File: src/rtl/alu_pkg.sv
// Shared types for the pipelined Hack ALU: FSM states, control-bit bundle
// and the named control patterns used by benches and callers.
package alu_pkg;

  typedef enum logic [0:0] {
    IDLE = 1'b0,
    MUL  = 1'b1
  } state_t;

  typedef struct packed {
    logic zx;
    logic nx;
    logic zy;
    logic ny;
    logic f;
    logic no;
  } ctrl_t;

  localparam ctrl_t ZERO      = 6'b101010;
  localparam ctrl_t ONE       = 6'b111111;
  localparam ctrl_t X_PLUS_Y  = 6'b000010;
  localparam ctrl_t X_MINUS_Y = 6'b010011;
  localparam ctrl_t X_AND_Y   = 6'b000000;

  function automatic ctrl_t pack_ctrl(input logic zx, input logic nx,
                                      input logic zy, input logic ny,
                                      input logic f, input logic no);
    ctrl_t c;
    c.zx = zx;
    c.nx = nx;
    c.zy = zy;
    c.ny = ny;
    c.f  = f;
    c.no = no;
    return c;
  endfunction

endpackage

File: src/rtl/pipe_alu_if.sv
// Request/response bundle of pipe_alu: valid/ready operation channel in,
// valid/ready registered result channel out, plus the busy status.
interface pipe_alu_if #(parameter int WIDTH = 16);

  logic             in_valid;
  logic             in_ready;
  logic [WIDTH-1:0] x;
  logic [WIDTH-1:0] y;
  logic             zx, nx, zy, ny, f, no;
  logic             mul;
  logic             out_valid;
  logic             out_ready;
  logic [WIDTH-1:0] out;
  logic             zr;
  logic             ng;
  logic             busy;

  modport master (
    output in_valid, x, y, zx, nx, zy, ny, f, no, mul, out_ready,
    input  in_ready, out_valid, out, zr, ng, busy
  );

  modport slave (
    input  in_valid, x, y, zx, nx, zy, ny, f, no, mul, out_ready,
    output in_ready, out_valid, out, zr, ng, busy
  );

endinterface

File: src/rtl/alu_core.sv
// Combinational Hack function: operand preprocessing, add/and (or an external
// product when use_prod is set), output inversion and zr/ng flags. No state.
module alu_core
  import alu_pkg::*;
#(
  parameter int WIDTH = 16
) (
  input  logic [WIDTH-1:0] x,
  input  logic [WIDTH-1:0] y,
  input  ctrl_t            ctrl,
  input  logic             use_prod,
  input  logic [WIDTH-1:0] prod,
  output logic [WIDTH-1:0] xp,
  output logic [WIDTH-1:0] yp,
  output logic [WIDTH-1:0] res,
  output logic             zr,
  output logic             ng
);

  logic [WIDTH-1:0] raw;

  always_comb begin
    xp = ctrl.zx ? '0 : x;
    if (ctrl.nx) xp = ~xp;
    yp = ctrl.zy ? '0 : y;
    if (ctrl.ny) yp = ~yp;

    if (use_prod)    raw = prod;
    else if (ctrl.f) raw = xp + yp;
    else             raw = xp & yp;

    res = ctrl.no ? ~raw : raw;
  end

  assign zr = (res == '0);
  assign ng = res[WIDTH-1];

endmodule

File: src/rtl/pipe_alu.sv
// Hack ALU with registered result: ALU ops latency 1, shift-add multiply latency WIDTH+1.
// in_ready drops while multiplying or while a result is held with out_ready low.
module pipe_alu
  import alu_pkg::*;
#(
  parameter int WIDTH  = 16,
  parameter int MUL_EN = 1
) (
  input  logic        clock,
  input  logic        reset,
  pipe_alu_if.slave   bus
);

  localparam int CW = (WIDTH > 1) ? $clog2(WIDTH) : 1;

  state_t           state, state_nxt;
  ctrl_t            ctrl_in, ctrl_q, core_ctrl;
  logic             mul_sel, accept, mul_done, load, in_mul;
  logic [WIDTH-1:0] mcand, mplier, acc, acc_nxt;
  logic [CW-1:0]    cnt;
  logic [WIDTH-1:0] xp, yp, res;
  logic             res_zr, res_ng;
  logic [WIDTH-1:0] out_q;
  logic             zr_q, ng_q, ov_q;

  assign ctrl_in  = pack_ctrl(bus.zx, bus.nx, bus.zy, bus.ny, bus.f, bus.no);
  assign mul_sel  = (MUL_EN != 0) && bus.mul;
  assign accept   = bus.in_valid && bus.in_ready;
  assign in_mul   = (state == MUL);
  assign mul_done = in_mul && (cnt == CW'(WIDTH - 1));
  assign acc_nxt  = acc + (mplier[0] ? mcand : '0);
  assign load     = (accept && !mul_sel) || mul_done;

  // While multiplying, the core only applies the captured 'no' to the product.
  assign core_ctrl = in_mul ? ctrl_q : ctrl_in;

  alu_core #(.WIDTH(WIDTH)) u_core (
    .x        (bus.x),
    .y        (bus.y),
    .ctrl     (core_ctrl),
    .use_prod (in_mul),
    .prod     (acc_nxt),
    .xp       (xp),
    .yp       (yp),
    .res      (res),
    .zr       (res_zr),
    .ng       (res_ng)
  );

  always_ff @(posedge clock or posedge reset) begin
    if (reset) state <= IDLE;
    else       state <= state_nxt;
  end

  always_comb begin
    state_nxt = state;
    case (state)
      IDLE:    if (accept && mul_sel) state_nxt = MUL;
      MUL:     if (mul_done)          state_nxt = IDLE;
      default: state_nxt = IDLE;
    endcase
  end

  always_comb begin
    bus.busy     = (state == MUL);
    bus.in_ready = (state == IDLE) && (!ov_q || bus.out_ready);
  end

  // One multiplier bit per cycle; operands are the preprocessed x', y'.
  always_ff @(posedge clock or posedge reset) begin
    if (reset) begin
      mcand  <= '0;
      mplier <= '0;
      acc    <= '0;
      cnt    <= '0;
      ctrl_q <= '0;
    end else if (accept && mul_sel) begin
      mcand  <= xp;
      mplier <= yp;
      acc    <= '0;
      cnt    <= '0;
      ctrl_q <= ctrl_in;
    end else if (in_mul) begin
      acc    <= acc_nxt;
      mcand  <= mcand << 1;
      mplier <= mplier >> 1;
      cnt    <= cnt + 1'b1;
    end
  end

  always_ff @(posedge clock or posedge reset) begin
    if (reset) begin
      out_q <= '0;
      zr_q  <= 1'b1;
      ng_q  <= 1'b0;
      ov_q  <= 1'b0;
    end else if (load) begin
      out_q <= res;
      zr_q  <= res_zr;
      ng_q  <= res_ng;
      ov_q  <= 1'b1;
    end else if (bus.out_ready) begin
      ov_q  <= 1'b0;
    end
  end

  assign bus.out       = out_q;
  assign bus.zr        = zr_q;
  assign bus.ng        = ng_q;
  assign bus.out_valid = ov_q;

endmodule

File: src/flat_wrapper.sv
// flat-port wrapper written by rule: the top's interface ports become plain ports
module pipe_alu_flat import alu_pkg::*;
#(
  parameter int WIDTH  = 16,
  parameter int MUL_EN = 1
)
  (clock, reset, bus_in_valid, bus_x, bus_y, bus_zx, bus_nx, bus_zy, bus_ny, bus_f, bus_no, bus_mul, bus_out_ready, bus_in_ready, bus_out_valid, bus_out, bus_zr, bus_ng, bus_busy);
  pipe_alu_if #(.WIDTH(WIDTH)) bus_i ();
  input  logic clock;
  input  logic reset;
  input wire logic [$bits(bus_i.in_valid)-1:0] bus_in_valid;
  input wire logic [$bits(bus_i.x)-1:0] bus_x;
  input wire logic [$bits(bus_i.y)-1:0] bus_y;
  input wire logic [$bits(bus_i.zx)-1:0] bus_zx;
  input wire logic [$bits(bus_i.nx)-1:0] bus_nx;
  input wire logic [$bits(bus_i.zy)-1:0] bus_zy;
  input wire logic [$bits(bus_i.ny)-1:0] bus_ny;
  input wire logic [$bits(bus_i.f)-1:0] bus_f;
  input wire logic [$bits(bus_i.no)-1:0] bus_no;
  input wire logic [$bits(bus_i.mul)-1:0] bus_mul;
  input wire logic [$bits(bus_i.out_ready)-1:0] bus_out_ready;
  output wire logic [$bits(bus_i.in_ready)-1:0] bus_in_ready;
  output wire logic [$bits(bus_i.out_valid)-1:0] bus_out_valid;
  output wire logic [$bits(bus_i.out)-1:0] bus_out;
  output wire logic [$bits(bus_i.zr)-1:0] bus_zr;
  output wire logic [$bits(bus_i.ng)-1:0] bus_ng;
  output wire logic [$bits(bus_i.busy)-1:0] bus_busy;
  assign bus_i.in_valid = bus_in_valid;
  assign bus_i.x = bus_x;
  assign bus_i.y = bus_y;
  assign bus_i.zx = bus_zx;
  assign bus_i.nx = bus_nx;
  assign bus_i.zy = bus_zy;
  assign bus_i.ny = bus_ny;
  assign bus_i.f = bus_f;
  assign bus_i.no = bus_no;
  assign bus_i.mul = bus_mul;
  assign bus_i.out_ready = bus_out_ready;
  assign bus_in_ready = bus_i.in_ready;
  assign bus_out_valid = bus_i.out_valid;
  assign bus_out = bus_i.out;
  assign bus_zr = bus_i.zr;
  assign bus_ng = bus_i.ng;
  assign bus_busy = bus_i.busy;
  pipe_alu #(.WIDTH(WIDTH), .MUL_EN(MUL_EN)) u_core (.clock(clock), .reset(reset), .bus(bus_i));
endmodule
File: config.mk
export PLATFORM = sky130hd
export DESIGN_NAME = pipe_alu_flat
export DESIGN_NICKNAME = d
export VERILOG_FILES = /design/src/rtl/alu_pkg.sv /design/src/rtl/pipe_alu_if.sv /design/src/rtl/alu_core.sv /design/src/rtl/pipe_alu.sv /design/src/flat_wrapper.sv
export SDC_FILE = /design/constraint.sdc
export NUM_CORES = 1
export LEC_CHECK = 0
export CELL_PAD_IN_SITES_DETAIL_PLACEMENT = 0
export CELL_PAD_IN_SITES_GLOBAL_PLACEMENT = 1
export CORE_MARGIN = 2
export CORE_UTILIZATION = 31
export DETAILED_ROUTE_END_ITERATION = 6
export HOLD_SLACK_MARGIN = 0.12
export PLACE_DENSITY = 0.68
export RECOVER_POWER = 50
export SKIP_LAST_GASP = 1
export SLEW_MARGIN = 40
export SYNTH_ARGS = -nofsm -noshare
export SYNTH_HDL_FRONTEND = slang
export SYNTH_HIERARCHICAL = 1
export SYNTH_SLANG_ARGS = --single-unit
export TNS_END_PERCENT = 1
File: constraint.sdc
create_clock -name clock -period 6.35 [get_ports clock]
set_input_delay 1.27 -clock clock [delete_from_list [all_inputs] [get_ports clock]]
set_output_delay 1.27 -clock clock [all_outputs]
set_load 0.005 [all_outputs]
==> results_dict.tcl, run 1 <==
set metrics [dict create \
    crit_path_start_kind "input port" \
    cts_buffer_depth 2 \
    synth_nets 809 \
    antenna_found_initial 0 \
    ios 64 \
    finalHoldViolCount 0 \
    p_total_mw 5.003 \
    seqPwrFrac_pct 17.2 \
    cts.sinks 78 \
    yosys-top-cells-area "dfrtp_1 30%, xnor2_1 7.0%, ha_1 6.2%" \
    setup_violations 0 \
    min_period_ps 5539 \
    grt_max_degree 80 \
    rsz0062_at_grt "false" \
    synth_edf_count 0 \
    critPathCaptureType "flip-flop" \
    cp_top_family "compound AO/OA/AOI/OAI gates" \
    routed-wl-met2_um 7445 \
    yosysUniqueCellTypes 80 \
    synth_flop_cell "dfrtp_1" \
    grt_use_total_pct 17.23 \
    leakage_nw 3.249 \
    seq_area_frac_synth_pct 30.04 \
    cts-resized-gates 0 \
    power_frac_clock_pct 10.8 \
    row_count 52 \
    wire_per_inst_um 17.40 \
    p_comb_share_pct 72.0 \
    drive_gt1_share_pct 10.26 \
    cp_slowest_cell "or4b_1" \
    drc 0 \
    nNetsFinal 852 \
    fin_setup_tns_ps 0 \
    met1_length_um 9761 \
    start_util_pct 31.83 \
    hold_path.class "reg2reg" \
    io_buffer_count 63 \
    power_density_nw_per_um2 652.6 \
    wl_met3_um 789 \
    yosysMostFrequentCell "nand2_1" \
    grt_pass1_wl_um 29660 \
    die_area_sq_um 22150 \
    cts_hold_buf 0 \
    synth.cell_area_sq_um 6502 \
    synthCells 732 \
    cts-root-buf "clkbuf_16" \
    p_int_mw 2.566 \
    insertedDiodeCount 0 \
    cts_tree "built" \
    violations "capacitance limit, slew limit" \
    vdd_drop_max_v 0.0002299 \
    core-area_sq_um 20430 \
    wirelength_um 18270 \
    overflow 0 \
    numCtsBuffers 9 \
    cp.arrival_ps 5840 \
    grt_pass1_vias 5244 \
    synth_top_area_share_pct 29.63 \
    clock_skew_ps 6.558 \
    drv_slew 59 \
    dr.pass1.iters 5 \
    slowest_delay_ps 560 \
    htree_levels 3 \
    ys_ff_latch 78 \
    path_max_fanout 17 \
    path_cells "clkdlybuf4s50_1 -> mux2_2 -> nand2b_1 -> xnor2_1 -> ha_1 -> inv_1 -> fa_1 -> and2b_1 -> a21oi_1 -> o41ai_4 -> o21ai_2 -> a221o_1 -> o41ai_2 -> xnor2_1 -> or4b_1 -> nor4_2 -> mux2_2" \
    syn_avg_cell_area_sq_um 8.883 \
    max-cap-violations 1 \
    post_cts_buffers 0 \
    slew_headroom_pct -123.1 \
    synth_top_area_cell "dfrtp_1" \
    worst_pin_slew_ps 3347 \
    period_share_pct 87.24 \
    place.gp.congestion 0.8362 \
    drt_iter0_drc 293 \
    final_core_util_pct 37.52 \
    required_ps 6650 \
    yosysWarnings 6 \
    die_w_um 148.8 \
    vias 5387 \
    p_switching_mw 2.436 \
    die_y_um 148.8 \
    clk_pin_slew_ps 60 \
    status "finished, violations left" \
    clock_latency_ps 350 \
    p_sw_share_pct 48.70 \
    synthArstFlopShare_pct 100.0 \
    crit_buf_inv 2 \
    antenna_left 0 \
    ys_top_cells_by_count "78 x nand2_1, 77 x dfrtp_1, 58 x o21ai_0" \
    critical_path_class "in2reg" \
    dr.max_layer_used "met4" \
    hpwl_um 14010 \
    fmax_ghz 0.1805 \
    area_delta_synth_final_pct 17.89 \
    vias_per_cell 5.130 \
]
-- sequential cells by signal, summed over array words and instances, names as in the netlist, 4 cells and up --
register / flops
u_core/ctrl_q: 6
u_core/cnt: 4
u_core/acc: 16
u_core/mcand: 16
u_core/bus.out: 16
u_core/mplier: 16
-- worst reg2reg max path, cell delays in order, from the launching register on --
cell and delay, ps:
dfrtp_4 630, mux2_2 520, nand2b_1 190, xnor2_1 220, ha_1 230, inv_1 60
fa_1 390, and2b_1 260, a21oi_1 110, o41ai_4 400, o21ai_2 140, a221o_1 340
o41ai_2 370, xnor2_1 120, or4b_1 560, nor4_2 210, mux2_2 180
-- through the flow --
| step | worst slack (ps) | instances | instance area [sq um] | hold slack [ps] |
|---|---|---|---|---|
| detailed placement | 465.1 | 1034 | 7375 | 471.0 |
| finish | 810.6 | 1050 | 7666 | 479.4 |
| floorplan | 986.0 | 732 | 6502 | 450.7 |
| CTS | 819.3 | 1050 | 7676 | 484.6 |
| global route | 364.0 | 1050 | 7666 | 501.8 |
| global placement | 591.7 | 1033 | 7355 | 468.7 |
-- cell usage in the layout (no fill, tap or decap), types with 4 or more instances in the layout --
master and count:
dlygate4sd3_1 10, xnor2_1 52, a21o_1 11, xor2_1 23, a21oi_1 45, inv_1 12, and3_1 9, nand2_1 78
mux2_2 30, mux2i_1 39, nand3_1 20, ha_1 32, nor3b_1 5, nand4_1 7, a211oi_1 5, o21ai_0 58
clkbuf_16 9, and2_1 18, nor3_1 13, nor2_1 31, o211ai_1 6, or4_1 4, a31oi_1 4, clkdlybuf4s50_1 53
nand2b_1 30, buf_4 7, dfrtp_1 76, nor2b_1 9
-- final timing paths --
kind	to	startpoint	cells after the start	slack, ps
setup / recovery	u_core/bus.zr	bus_zx	17	810
min in group asynchronous	u_core/bus.out[15]	reset	2	1540
max in group asynchronous	u_core/mplier[14]	reset	3	1200
hold reg to reg	u_core/mplier[0]	u_core/mplier[1]	2	480
hold / removal	u_core/mplier[0]	u_core/mplier[1]	2	480
setup reg to reg	u_core/bus.zr	u_core/bus.busy	16	1360
-- cell families (layout without fill, tap and decap cells) --
family | count (synthesis) | after routing | synth area share (%)
multiplexers | 69 | 69 | 11.20
buffers and inverters | 53 | 101 | 3.540
XOR/XNOR | 80 | 80 | 11.45
AO/OA/AOI/OAI | 168 | 168 | 16.55
AND/OR/NAND/NOR | 250 | 250 | 20.45
adder cells (fa/ha/maj) | 34 | 34 | 6.773
flip-flops | 78 | 78 | 30.04
-- per-layer routing --
metal / GRT usage (%) / up-vias
met4: 4.238 / 0
met2: 24.65 / 133
met3: 3.425 / 20
met5: 0 / -
met1: 26.37 / 2555
li1: - / 2679
-- power groups by stage --
stage | Sequential, mW | Clock, mW | Combinational [mW]
floorplan | 0.807 | 0 | 2.73
global placement | 0.868 | 0 | 3.56
detailed placement | 0.871 | 0 | 3.57
CTS | 0.863 | 0.557 | 3.59
global route | 0.894 | 0.575 | 3.97
finish | 0.861 | 0.540 | 3.60
-- final cells by class --
class	instances	area (sq um)
Tap cell	270	337.8
Inverter	13	50.05
Timing Repair Buffer	72	698.2
Clock inverter	5	58.81
Multi-Input combinational cell	601	4322
Clock buffer	11	242.7
Sequential cell	78	1957
Fill cell	2159	12760
(Power assumes the default switching activity.)
==> inputs of run 2 (changes only) <==
- CELL_PAD_IN_SITES_DETAIL_PLACEMENT: 0 -> 1
==> run 2 against run 1 <==
  * The run still ends with capacitance limit, slew limit left
  * Final area about the same
  * Hold slack improved by 9.2 ps
  * Clock skew increased by 4.5 ps
  * Sequential cell count unchanged
  * Critical path type unchanged
  * Critical endpoint unchanged
  * Largest cell class unchanged
  * Highest routed layer unchanged
==> results_dict.tcl, run 2 (synthesis gave the netlist of run 1 again) <==
set metrics [dict create \
    grt_max_degree 80 \
    drt_iter0_drc 279 \
    die_w_um 148.8 \
    place.gp.congestion 0.8362 \
    cp-startpoint "bus_zy" \
    numCtsBuffers 9 \
    grt_use_total_pct 18.18 \
    overflow 0 \
    mostFrequentLayoutCell "nand2_1" \
    period_share_pct 87.59 \
    mostFrequentLayoutCells "78 x nand2_1, 76 x dfrtp_1, 58 x o21ai_0" \
    insertedDiodeCount 0 \
    max-cap-violations 1 \
    hpwl_um 15010 \
    ios 64 \
    min_period_ps 5562 \
    path_max_fanout 16 \
    layout_setup_ws_ps 788.1 \
    die_area_sq_um 22150 \
    ff2ff_setup_slack_ps 1340 \
    required_ps 6650 \
    io_buffer_count 63 \
    cts_tree "built" \
    setup_violations 0 \
    start_util_pct 31.83 \
    htree_levels 3 \
    cts-root-buf "clkbuf_16" \
    vdd_drop_max_v 0.0002245 \
    design_area_sq_um 7674 \
    placedCellCount 1034 \
    clk_pin_slew_ps 60 \
    hold_path.class "reg2reg" \
    cts_buffer_depth 2 \
    fmax_ghz 0.1798 \
    row_count 52 \
    critPathCaptureType "flip-flop" \
    leakage_nw 3.254 \
    die_y_um 148.8 \
    grt_pass1_wl_um 31260 \
    drv_slew 59 \
    dp_slack_ps 466.8 \
    worstReg2RegStart "u_core/bus.busy" \
    violations "capacitance limit, slew limit" \
    clock_skew_ps 11.08 \
    crit_end "u_core/bus.zr" \
    drc 0 \
    fin_cells 1050 \
    cp.arrival_ps 5860 \
    area_delta_synth_final_pct 18.01 \
    finalHoldViolCount 0 \
    core-area_sq_um 20430 \
    wire_per_inst_um 18.47 \
    cts-resized-gates 0 \
    antenna_found_initial 0 \
    wirelength_um 19390 \
    crit_path_start_kind "input port" \
    slew_headroom_pct -125.3 \
    drive_gt1_share_pct 10.00 \
    cts.sinks 78 \
    grt_pass1_vias 5641 \
    power_density_nw_per_um2 661.5 \
    nNetsFinal 852 \
    critical_path_class "in2reg" \
    vias_per_cell 5.209 \
    rr_endpoint "u_core/bus.zr" \
    vias 5469 \
    post_cts_buffers 0 \
    cts_hold_buf 0 \
    rr_worst_depth 16 \
    status "finished, violations left" \
    rsz0062_at_grt "false" \
    clock_latency_ps 360 \
    place_area_sq_um 7375 \
    dr.pass1.iters 4 \
    p_total_mw 5.076 \
    worst_pin_slew_ps 3379 \
    fin_setup_tns_ps 0 \
    antenna_left 0 \
]
-- run 2: report_power, final --
| group | internal [mW] | leakage, nW | switching [mW] |
|---|---|---|---|
| registers | 0.699 | 0.983 | 0.166 |
| logic | 1.55 | 2.13 | 2.09 |
| clock network | 0.344 | 0.147 | 0.219 |
| total | 2.60 | 3.25 | 2.48 |
-- run 2: per-stage QoR --
step / utilization (%) / hold WS [ps]
final: 37.56 / 488.6
after global routing: 37.56 / 512.2
after CTS: 37.61 / 494.7
after detailed placement: 36.10 / 481.8
after global placement: 36.00 / 468.7
after floorplan: - / 450.7
-- run 2: per-layer routing --
layer  share of wire [%]  vias to the layer above  track usage [%]  wire length [um]
li1                    -                     2671                -                 -
met1                  51                     2677            26.21              9902
met2                  44                      106            27.78              8489
met3                 4.2                       15            4.434               814
met4                0.95                        0            3.619               184
met5                   0                        -                0                 0
-- run 2: worst max-delay path, stage by stage --
cell and delay [ps]:
clkdlybuf4s50_1 410, mux2_2 370, nand2b_1 190, xnor2_1 200, ha_1 230, inv_1 60
fa_1 380, and2b_1 270, a21oi_1 130, o41ai_4 400, o21ai_2 150, a221o_1 340
o41ai_2 350, xnor2_1 110, or4b_1 570, nor4_2 230, mux2_2 190
-- run 2: how the worst min path moves through the flow --
stage / start / endpoint / slack (ps) / cells past startpoint
6_report: u_core/mplier[4] / u_core/mplier[3] / 490 / 2
5_1_grt: u_core/ctrl_q[0] / u_core/ctrl_q[0] / 510 / 1
3_5_place_dp: u_core/mplier[13] / u_core/mplier[12] / 480 / 2
4_1_cts: u_core/mplier[13] / u_core/mplier[12] / 490 / 2
3_3_place_gp: u_core/mplier[4] / u_core/mplier[3] / 470 / 2
2_1_floorplan: u_core/cnt[3] / u_core/cnt[3] / 450 / 1
-- run 2: final cells by class --
| type | instances | area, sq um |
|---|---|---|
| Tap cell | 270 | 337.8 |
| Fill cell | 2432 | 12760 |
| Inverter | 13 | 50.05 |
| Clock inverter | 4 | 72.57 |
| Timing Repair Buffer | 72 | 698.2 |
| Multi-Input combinational cell | 601 | 4322 |
| Clock buffer | 12 | 236.5 |
| Sequential cell | 78 | 1957 |
==> inputs of run 3 (changes only) <==
- SETUP_SLACK_MARGIN: default -> 0.2
==> results of run 3 <==
Same layout as run 2: the final DEF is identical, and so are final timing and power.
